## src/rtl/spi_wb_burst_bridge_pkg.sv

```systemverilog
// Shared types for the SPI-to-Wishbone bridge: FSM states, response status
// codes and a small elaboration-time helper.
package spi_wb_bridge_pkg;

    typedef enum logic [2:0] {
        HEADER   = 3'd0,
        WDATA    = 3'd1,
        BUS      = 3'd2,
        RESPONSE = 3'd3,
        DONE     = 3'd4
    } state_t;

    localparam logic [1:0] ST_TIMEOUT = 2'b00;
    localparam logic [1:0] ST_ACK     = 2'b01;
    localparam logic [1:0] ST_ERR     = 2'b10;
    localparam logic [1:0] ST_RTY     = 2'b11;

    function automatic int max_int(input int a, input int b);
        return (a > b) ? a : b;
    endfunction

endpackage

```

## src/rtl/spi_wb_burst_bridge_pin_sync.sv

```systemverilog
// Two-flop synchronisers for the SPI pins plus a one-cycle strobe on each
// falling edge of the synchronised SCK.
module spi_wb_pin_sync (
    input  logic clk_i,
    input  logic rst_i,
    input  logic spi_sck,
    input  logic spi_ss_n,
    input  logic spi_mosi,
    output logic sck_fall,
    output logic ss_n_sync,
    output logic mosi_sync
);

    logic sck_meta, sck_sync, sck_prev;
    logic ss_n_meta;
    logic mosi_meta;

    // Slave select idles high so the bridge starts out deselected.
    always_ff @(posedge clk_i or posedge rst_i) begin
        if (rst_i) begin
            sck_meta  <= 1'b0;
            sck_sync  <= 1'b0;
            sck_prev  <= 1'b0;
            ss_n_meta <= 1'b1;
            ss_n_sync <= 1'b1;
            mosi_meta <= 1'b0;
            mosi_sync <= 1'b0;
        end else begin
            sck_meta  <= spi_sck;
            sck_sync  <= sck_meta;
            sck_prev  <= sck_sync;
            ss_n_meta <= spi_ss_n;
            ss_n_sync <= ss_n_meta;
            mosi_meta <= spi_mosi;
            mosi_sync <= mosi_meta;
        end
    end

    assign sck_fall = sck_prev & ~sck_sync;

endmodule

```

## src/rtl/spi_wb_burst_bridge.sv

```systemverilog
// SPI-slave to Wishbone-master bridge with status frame and bus timeout.
// Define SPI_WB_BURST_EN for auto-incrementing bursts within one ss_n frame.
module spi_wb_burst_bridge
    import spi_wb_bridge_pkg::*;
#(
    parameter int ADDR_W  = 23,
    parameter int DATA_W  = 8,
    parameter int TIMEOUT = 255
) (
    input  logic              clk_i,
    input  logic              rst_i,
    input  logic              spi_sck,
    input  logic              spi_ss_n,
    input  logic              spi_mosi,
    output logic              spi_miso,
    output logic              cyc_o,
    output logic              stb_o,
    output logic              we_o,
    output logic [ADDR_W-1:0] adr_o,
    output logic [DATA_W-1:0] dat_o,
    input  logic              ack_i,
    input  logic              err_i,
    input  logic              rty_i,
    input  logic [DATA_W-1:0] dat_i,
    output logic [2:0]        dbg_state
);

    localparam int HDR_LEN = 1 + ADDR_W;
    localparam int RESP_W  = DATA_W + 3;
    localparam int CNT_W   = $clog2(max_int(1 + ADDR_W, DATA_W + 3)) + 1;
    localparam int TO_W    = $clog2(TIMEOUT + 2);

    logic              sck_fall, ss_n_s, mosi_s;
    state_t            state;
    logic [CNT_W-1:0]  bit_cnt;
    logic [TO_W-1:0]   to_cnt;
    logic [RESP_W-1:0] resp_sr;
    logic [CNT_W-1:0]  resp_last;
    logic              term;
    logic [1:0]        term_st;

    spi_wb_pin_sync u_sync (
        .clk_i     (clk_i),
        .rst_i     (rst_i),
        .spi_sck   (spi_sck),
        .spi_ss_n  (spi_ss_n),
        .spi_mosi  (spi_mosi),
        .sck_fall  (sck_fall),
        .ss_n_sync (ss_n_s),
        .mosi_sync (mosi_s)
    );

    // Wishbone classic handshake: cyc_o/stb_o stay high with adr/we/dat frozen
    // until ack_i, err_i or rty_i is sampled (ack > err > rty) or the timeout hits.
    always_comb begin
        term    = 1'b1;
        term_st = ST_TIMEOUT;
        if (ack_i)
            term_st = ST_ACK;
        else if (err_i)
            term_st = ST_ERR;
        else if (rty_i)
            term_st = ST_RTY;
        else if (!((TIMEOUT != 0) && (to_cnt == TO_W'(TIMEOUT - 1))))
            term = 1'b0;
    end

    // Writes answer with start+status only; reads append the data word.
    assign resp_last = we_o ? CNT_W'(2) : CNT_W'(RESP_W - 1);
    assign stb_o     = cyc_o;
    assign dbg_state = state;

    always_ff @(posedge clk_i or posedge rst_i) begin
        if (rst_i) begin
            state    <= HEADER;
            bit_cnt  <= '0;
            to_cnt   <= '0;
            resp_sr  <= '0;
            spi_miso <= 1'b0;
            cyc_o    <= 1'b0;
            we_o     <= 1'b0;
            adr_o    <= '0;
            dat_o    <= '0;
        end else if (ss_n_s) begin
            // Deselect aborts everything, including an outstanding bus cycle.
            state    <= HEADER;
            bit_cnt  <= '0;
            to_cnt   <= '0;
            spi_miso <= 1'b0;
            cyc_o    <= 1'b0;
        end else begin
            case (state)
                HEADER: if (sck_fall) begin
                    spi_miso      <= 1'b0;
                    {we_o, adr_o} <= {adr_o, mosi_s};
                    if (bit_cnt == CNT_W'(HDR_LEN - 1)) begin
                        bit_cnt <= '0;
                        if (adr_o[ADDR_W-1]) begin
                            state <= WDATA;
                        end else begin
                            state  <= BUS;
                            cyc_o  <= 1'b1;
                            to_cnt <= '0;
                        end
                    end else begin
                        bit_cnt <= bit_cnt + CNT_W'(1);
                    end
                end
                WDATA: if (sck_fall) begin
                    spi_miso <= 1'b0;
                    dat_o    <= {dat_o[DATA_W-2:0], mosi_s};
                    if (bit_cnt == CNT_W'(DATA_W - 1)) begin
                        bit_cnt <= '0;
                        state   <= BUS;
                        cyc_o   <= 1'b1;
                        to_cnt  <= '0;
                    end else begin
                        bit_cnt <= bit_cnt + CNT_W'(1);
                    end
                end
                BUS: begin
                    if (sck_fall)
                        spi_miso <= 1'b0;
                    if (term) begin
                        cyc_o   <= 1'b0;
                        state   <= RESPONSE;
                        bit_cnt <= '0;
                        resp_sr <= {1'b1, term_st, (we_o ? {DATA_W{1'b0}} : dat_i)};
                    end else begin
                        to_cnt <= to_cnt + TO_W'(1);
                    end
                end
                RESPONSE: if (sck_fall) begin
                    spi_miso <= resp_sr[RESP_W-1];
                    resp_sr  <= {resp_sr[RESP_W-2:0], 1'b0};
                    if (bit_cnt == resp_last) begin
                        bit_cnt <= '0;
`ifdef SPI_WB_BURST_EN
                        adr_o <= adr_o + ADDR_W'(1);
                        if (we_o) begin
                            state <= WDATA;
                        end else begin
                            state  <= BUS;
                            cyc_o  <= 1'b1;
                            to_cnt <= '0;
                        end
`else
                        state <= DONE;
`endif
                    end else begin
                        bit_cnt <= bit_cnt + CNT_W'(1);
                    end
                end
                DONE: if (sck_fall) begin
                    spi_miso <= 1'b0;
                end
                default: state <= HEADER;
            endcase
        end
    end

endmodule
```

## config.mk

```make
export PLATFORM = sky130hd
export DESIGN_NAME = spi_wb_burst_bridge
export DESIGN_NICKNAME = d
export VERILOG_FILES = /design/src/rtl/spi_wb_burst_bridge_pkg.sv /design/src/rtl/spi_wb_burst_bridge_pin_sync.sv /design/src/rtl/spi_wb_burst_bridge.sv
export SDC_FILE = /design/constraint.sdc
export NUM_CORES = 1
export LEC_CHECK = 0
export BUFFER_PORTS_ARGS = -buffer_cell sky130_fd_sc_hd__buf_2
export CORE_ASPECT_RATIO = 0.9
export CORE_MARGIN = 2
export CORE_UTILIZATION = 25
export DETAILED_ROUTE_END_ITERATION = 6
export PLACE_DENSITY_LB_ADDON = 0.12
export SKIP_LAST_GASP = 1
export SYNTH_ARGS = -nofsm -noshare
export SYNTH_HDL_FRONTEND = slang
export SYNTH_SLANG_ARGS = --single-unit
```

## constraint.sdc

```tcl
create_clock -name clk_i -period 3 [get_ports clk_i]
set_clock_uncertainty 0.15 [all_clocks]
set_input_delay 0 -clock clk_i [delete_from_list [all_inputs] [get_ports clk_i]]
set_output_delay 0 -clock clk_i [all_outputs]
set_load 0.01 [all_outputs]
```

==> results.sh, run 1 <==
export IMPL_cts_root_buf="clkbuf_16"
export IMPL_grt_pass1_wl_um=13600
export IMPL_die_x_um=127
export IMPL_syn_inst=300
export IMPL_min_delay_start="rty_i"
export IMPL_drtIter0Drc=63
export IMPL_antenna_cells=0
export IMPL_initial_core_util_pct=25.7
export IMPL_whs_ps=14.8
export IMPL_synth_top_area_share_pct=49.6
export IMPL_finalPower_uw=3170
export IMPL_critPathArrivalTime_ps=2530
export IMPL_grt_start_max_net_pins=40
export IMPL_drive_above_1_share_pct=34.7
export IMPL_end_kind="flop"
export IMPL_syn_num_nets=320
export IMPL_maxCapViolCount=0
export IMPL_hp_class="in2reg"
export IMPL_nNetsFinal=390
export IMPL_dp_hpwl_um=5470
export IMPL_synth_area_leaders="dfrtp_1 (50%), mux2_2 (15%), o211ai_1 (3.1%), o21ai_0 (2.5%), nand2_1 (2.4%)"
export IMPL_synth_top_cell_by_area="dfrtp_1"
export IMPL_final_area_um2=4340
export IMPL_period_needed_ps=2460
export IMPL_dpl_cell_area_um2=3880
export IMPL_ctsHtreeMaxLevel=3
export IMPL_worstPathMaxFanout=11
export IMPL_firstDrtPassIters=4
export IMPL_vias=2587
export IMPL_synth_top_family_by_area="compound AO/OA/AOI/OAI gates"
export IMPL_synth_async_reset_ratio_pct=100
export IMPL_final_common_cell="dfrtp_1"
export IMPL_synth_edf_count=0
export IMPL_cts_tree="yes"
export IMPL_antenna_left=0
export IMPL_avgRoutedWirePerCell_um=14.8
export IMPL_pre_cts_ws_ps=521
export IMPL_setup_tns_ps=0
export IMPL_crit_required_ps=3070
export IMPL_ir_drop_mv=0.347
export IMPL_row_count=40
export IMPL_startpoint_type="flop"
export IMPL_fp_coreArea_um2=13400
export IMPL_critPathKind="reg2reg"
export IMPL_antenna_found_initial=0
export IMPL_status="completed"
export IMPL_worstSetupStartpoint="to_cnt[0]"
export IMPL_numPortBuffers=53
export IMPL_hold_violations=0
export IMPL_postCtsSetupRepairBufs=0
export IMPL_fill_cells=1363
export IMPL_synth_adder_area_share_pct=1.46
export IMPL_synth_compound_area_share_pct=15.3
export IMPL_final_cell_mix="dfrtp_1 (68), buf_2 (53), mux2_2 (45)"
export IMPL_viasPerCell=4.76
export IMPL_synthFlopType="dfrtp_1"
export IMPL_routed_wl_um=8050
export IMPL_synth_simple_area_share_pct=13.6
export IMPL_grt_total_usage_pct=11.8
export IMPL_gp_congestion=0.785
export IMPL_die_h_um=115
export IMPL_fmax_mhz=406
export IMPL_ioPinCount=54
export IMPL_post_route_period_util_pct=82.1
export IMPL_clk_latency_ps=330
export IMPL_cts_hold_buffers=13
export IMPL_numCtsBuffers=9
export IMPL_clock_path_buffers=2
export IMPL_dieArea_um2=14700
export IMPL_fin_ws_ps=537
export IMPL_synth_warning_count=0
export IMPL_area_growth_pct=26.6
export IMPL_multiInputGateArea_um2=1570
export IMPL_clock_sinks=70
export IMPL_register_area_um2=1750
export IMPL_finalMaxSlewViolations=0
export IMPL_p_leak_uw=0.00200
export IMPL_gr_total_overflow=0
export IMPL_relSlewSlack_pct=44.6
export IMPL_ctsResizeCount=0
export IMPL_setup_violations=0
export IMPL_syn_avg_cell_area_um2=11.4
export IMPL_netlist_area_um2=3430
export IMPL_path_clk_slew_ps=60
export IMPL_yosysUniqueCellTypes=53
export IMPL_worst_pin_slew_ps=829
export IMPL_synth_xor_area_share_pct=0.255
export IMPL_drc=0
export IMPL_rsz0062_at_grt="no"
export IMPL_grt_pass1_vias=2557
export IMPL_ys_seq_area_share_pct=51.2
export IMPL_ys_ff_latch=70
export IMPL_powerDensity_nw_per_um2=731
export IMPL_synth_mux_area_fraction_pct=15.2
export IMPL_reg2reg_from="to_cnt[0]"
## critical path, stage by stage (launching register included)
cell      delay, ps
dfrtp_1         420
inv_1           110
ha_1            190
nand4b_1        120
o21ai_0         420
o2111a_1        540
mux2_2          390
## cell type report
| class | instances | share of cell area (%) |
|---|---|---|
| Inverter | 8 | 0.692 |
| Clock inverter | 5 | 1.90 |
| Tap cell | 168 | 4.84 |
| Multi-Input combinational cell | 208 | 36.2 |
| Sequential cell | 70 | 40.4 |
| Clock buffer | 11 | 5.59 |
| Timing Repair Buffer | 73 | 10.3 |
## path summary, 6_finish.rpt
kind | end | slack (ps) | cells after the start
worst max-delay path | resp_sr[4] | 540 | 6
worst max register to register | resp_sr[4] | 540 | 6
min in group asynchronous | dbg_state[0] | 230 | 3
worst min-delay path | resp_sr[8] | 10 | 4
max in group asynchronous | to_cnt[5] | 1700 | 4
worst min register to register | u_sync.mosi_sync | 200 | 0
## metrics by stage
step	std cells	utilization (%)
after floorplan	300	-
final	543	32.5
after global routing	543	32.5
after global placement	514	29.1
after CTS	543	32.5
after detailed placement	514	29.1
## cell families (layout without fill, tap and decap cells)
| family | Yosys count | after routing |
|---|---|---|
| compound gates | 73 | 73 |
| xor+xnor | 1 | 1 |
| mux | 46 | 46 |
| fa+ha+maj | 4 | 4 |
| simple gates | 84 | 84 |
| flops | 70 | 70 |
| buf+inv | 22 | 97 |
## power breakdown
part	total, µW	internal, µW	switching, µW
registers	1230	1100	127
clock network	1160	752	411
logic	778	368	409
## synthesized netlist by cell type (2+ instances only)
cell type and count:
a2111oi_0 2, a211oi_1 5, a21oi_1 9, a2bb2oi_1 2, a311oi_1 2, a31oi_1 5, a41oi_1 2, buf_2 6
clkbuf_1 6, dfrtp_1 68, dfstp_2 2, ha_1 4, inv_1 8, mux2_2 45, nand2_1 22, nand2b_1 10
nand3_1 9, nand4b_1 3, nor2_1 12, nor2b_1 4, nor3_1 6, nor3b_1 3, o2111ai_1 2, o211ai_1 14
o21a_1 2, o21ai_0 17, o21bai_1 2, o31ai_1 2, or2_2 2
## routing by layer
metal	GRT usage, %	part of all wire [%]
met1	15.7	47
met2	17.9	46
met3	4.75	5.5
met4	3.30	1.2
met5	0	0
## state kept, by name, summed over array words and instances (netlist names)
| signal | flops |
|---|---|
| adr_o | 23 |
| resp_sr | 11 |
| to_cnt | 9 |
| dat_o | 8 |
| bit_cnt | 6 |
| dbg_state | 3 |
| cyc_o | 1 |
| spi_miso | 1 |
| u_sync.mosi_meta | 1 |
| u_sync.mosi_sync | 1 |
| u_sync.sck_meta | 1 |
| u_sync.sck_prev | 1 |
| u_sync.sck_sync | 1 |
| u_sync.ss_n_meta | 1 |
| u_sync.ss_n_sync | 1 |
| we_o | 1 |
(Power assumes the default switching activity.)
==> inputs of run 2 (changes only) <==
--- a/config.mk
+++ b/config.mk
@@ -5,6 +5,7 @@
 export SDC_FILE = /design/constraint.sdc
 export NUM_CORES = 1
 export LEC_CHECK = 0
+export ABC_AREA = 1
 export BUFFER_PORTS_ARGS = -buffer_cell sky130_fd_sc_hd__buf_2
 export CORE_ASPECT_RATIO = 0.9
 export CORE_MARGIN = 2
==> constraint.sdc (replaced) <==
create_clock -name clk_i -period 2 [get_ports clk_i]
set_clock_uncertainty 0.15 [all_clocks]
set_input_delay 0 -clock clk_i [delete_from_list [all_inputs] [get_ports clk_i]]
set_output_delay 0 -clock clk_i [all_outputs]
set_load 0.01 [all_outputs]
==> results.sh, run 2 <==
export IMPL_setup_tns_ps=0
export IMPL_worstPathMaxFanout=8
export IMPL_crit_required_ps=2070
export IMPL_powerDensity_nw_per_um2=1300
export IMPL_critPathArrivalTime_ps=1900
export IMPL_post_synth_top_count_cell="nand2_1"
export IMPL_largest_register="adr_o"
export IMPL_clock_path_buffers=2
export IMPL_die_x_um=130
export IMPL_synth_top_cell_by_area="dfrtp_1"
export IMPL_ioPinCount=54
export IMPL_ys_seq_area_share_pct=49.1
export IMPL_die_h_um=117
export IMPL_antenna_found_initial=0
export IMPL_area_growth_pct=25.8
export IMPL_dpl_cell_area_um2=4070
export IMPL_reg_largest_list="adr_o (23), resp_sr (11), to_cnt (9)"
export IMPL_dieArea_um2=15300
export IMPL_ctsHtreeMaxLevel=3
export IMPL_period_needed_ps=1830
export IMPL_topRoutingLayerUsed="met4"
export IMPL_maxCapViolCount=0
export IMPL_numCtsBuffers=9
export IMPL_synth_warning_count=0
export IMPL_hp_class="in2reg"
export IMPL_fill_cells=1515
export IMPL_grt_pass1_vias=2928
export IMPL_cts_root_buf="clkbuf_16"
export IMPL_wl_met1_um=4430
export IMPL_antenna_left=0
export IMPL_worst_pin_slew_ps=430
export IMPL_path_clk_slew_ps=60
export IMPL_reg2reg_from="dbg_state[0]"
export IMPL_nNetsFinal=541
export IMPL_setup_violations=0
export IMPL_clk_latency_ps=330
export IMPL_ys_ff_latch=70
export IMPL_fmax_mhz=546
export IMPL_firstDrtPassIters=4
export IMPL_post_route_period_util_pct=91.6
export IMPL_routed_wl_um=8460
export IMPL_final_area_um2=4500
export IMPL_initial_core_util_pct=25.5
export IMPL_relSlewSlack_pct=71.1
export IMPL_cts_tree="yes"
export IMPL_status="completed"
export IMPL_rsz0062_at_grt="no"
export IMPL_grt_start_max_net_pins=71
export IMPL_largest_reg_flops=23
export IMPL_synth_top_area_share_pct=47.6
export IMPL_antenna_cells=0
export IMPL_wl_met2_um=3660
export IMPL_viasPerCell=4.15
export IMPL_yosysUniqueCellTypes=33
export IMPL_syn_avg_cell_area_um2=8.03
export IMPL_drive_above_1_share_pct=22.6
export IMPL_syn_num_nets=465
export IMPL_startpoint_type="flop"
export IMPL_synthFlopType="dfrtp_1"
export IMPL_drtIter0Drc=166
export IMPL_finalMaxSlewViolations=0
export IMPL_final_common_cell="nand2_1"
export IMPL_syn_inst=445
export IMPL_synth_area_leaders="dfrtp_1 (48%), nand2_1 (14%), nand3_1 (5.6%), nor2_1 (4.5%), o21ai_0 (4.5%)"
export IMPL_avgRoutedWirePerCell_um=11.8
export IMPL_clock_sinks=70
export IMPL_grt_total_usage_pct=11.7
export IMPL_gr_total_overflow=0
export IMPL_ctsResizeCount=0
export IMPL_hold_violations=0
export IMPL_vias=2984
export IMPL_final_cell_mix="nand2_1 (135), dfrtp_1 (68), buf_2 (53)"
export IMPL_p_leak_uw=0.00228
export IMPL_drc=0
export IMPL_row_count=41
export IMPL_end_kind="flop"
export IMPL_netlist_area_um2=3570
export IMPL_synth_async_reset_ratio_pct=100
export IMPL_worstSetupStartpoint="dbg_state[0]"
export IMPL_critPathKind="reg2reg"
export IMPL_route_met3_wl_um=295
export IMPL_ys_top_cells_by_count="nand2_1 (135), dfrtp_1 (68), nor2_1 (43)"
export IMPL_synth_edf_count=0
export IMPL_min_delay_start="err_i"
export IMPL_dp_hpwl_um=5910
export IMPL_fp_coreArea_um2=14000
export IMPL_numPortBuffers=53
export IMPL_gp_congestion=0.806
export IMPL_grt_pass1_wl_um=14200
export IMPL_ir_drop_mv=0.643
-- run 2: path summary, 6_finish.rpt --
check | to | cells past startpoint | slack [ps]
min | resp_sr[9] | 5 | 20
min reg2reg | u_sync.mosi_sync | 0 | 200
max reg2reg | bit_cnt[4] | 9 | 170
min in group asynchronous | dat_o[1] | 4 | 150
max | bit_cnt[4] | 9 | 170
max in group asynchronous | to_cnt[7] | 4 | 1220
-- run 2: metal layers --
layer | track usage, % | vias to the layer above
li1 | - | 1557
met1 | 16.7 | 1364
met2 | 17.2 | 56
met3 | 3.38 | 7
met4 | 2.82 | 0
met5 | 0 | -
-- run 2: kinds of logic (layout without fill, tap and decap cells) --
| logic type | count (synthesis) | after routing | synth area share (%) |
|---|---|---|---|
| AOI/OAI and AO/OA | 58 | 58 | 8.79 |
| DFF | 70 | 70 | 49.1 |
| xor gates and xnor gates | 3 | 3 | 0.735 |
| muxes | 2 | 2 | 0.630 |
| and+or+nand+nor | 250 | 250 | 32.1 |
| adders and majority gates | 4 | 4 | 1.40 |
| buffers and inverters | 58 | 139 | 7.28 |
-- run 2: worst max-delay path, cell delays in order, from the launching register on --
cell     delay, ps
dfrtp_1        500
inv_2          140
nand3_4        150
nor2_8         180
inv_2           80
nor2_4         180
nor2_4          90
buf_4          140
nand3_1         70
nand2_1         50
-- run 2: area by class of cell --
class / instances / area [µm²] / area share (%)
multi-input cells: 317 / 1560 / 34.7
well taps: 193 / 241 / 5.37
flip-flops and latches: 70 / 1750 / 39.0
clock inverters: 6 / 47.5 / 1.06
clock buffers: 10 / 229 / 5.09
repair buffers: 77 / 493 / 11.0
inverters: 46 / 173 / 3.84
-- run 2: power breakdown --
group	internal [µW]	total, µW	switching, µW
clock	848	1490	639
combinational	799	2120	1320
sequential	1900	2250	352
-- run 2: metrics by stage --
stage               instances  utilization, %  setup slack (ps)  total power [µW]  hold WS (ps)
floorplan                 445               -              85.1              3650          -146
global placement          687            29.0               189              4380         -40.9
detailed placement        687            29.0               187              4400         -37.4
CTS                       717            32.0               170              5950          3.06
global route              719            32.1            0.0886              6340          51.2
finish                    719            32.1               169              5860          15.3
-- run 2: repair_timing --
item,in CTS,in global routing
endpoints found under the setup margin,0,1
hold buffers,14,0
buffers inserted,0,2
hold endpoints to repair,83,0
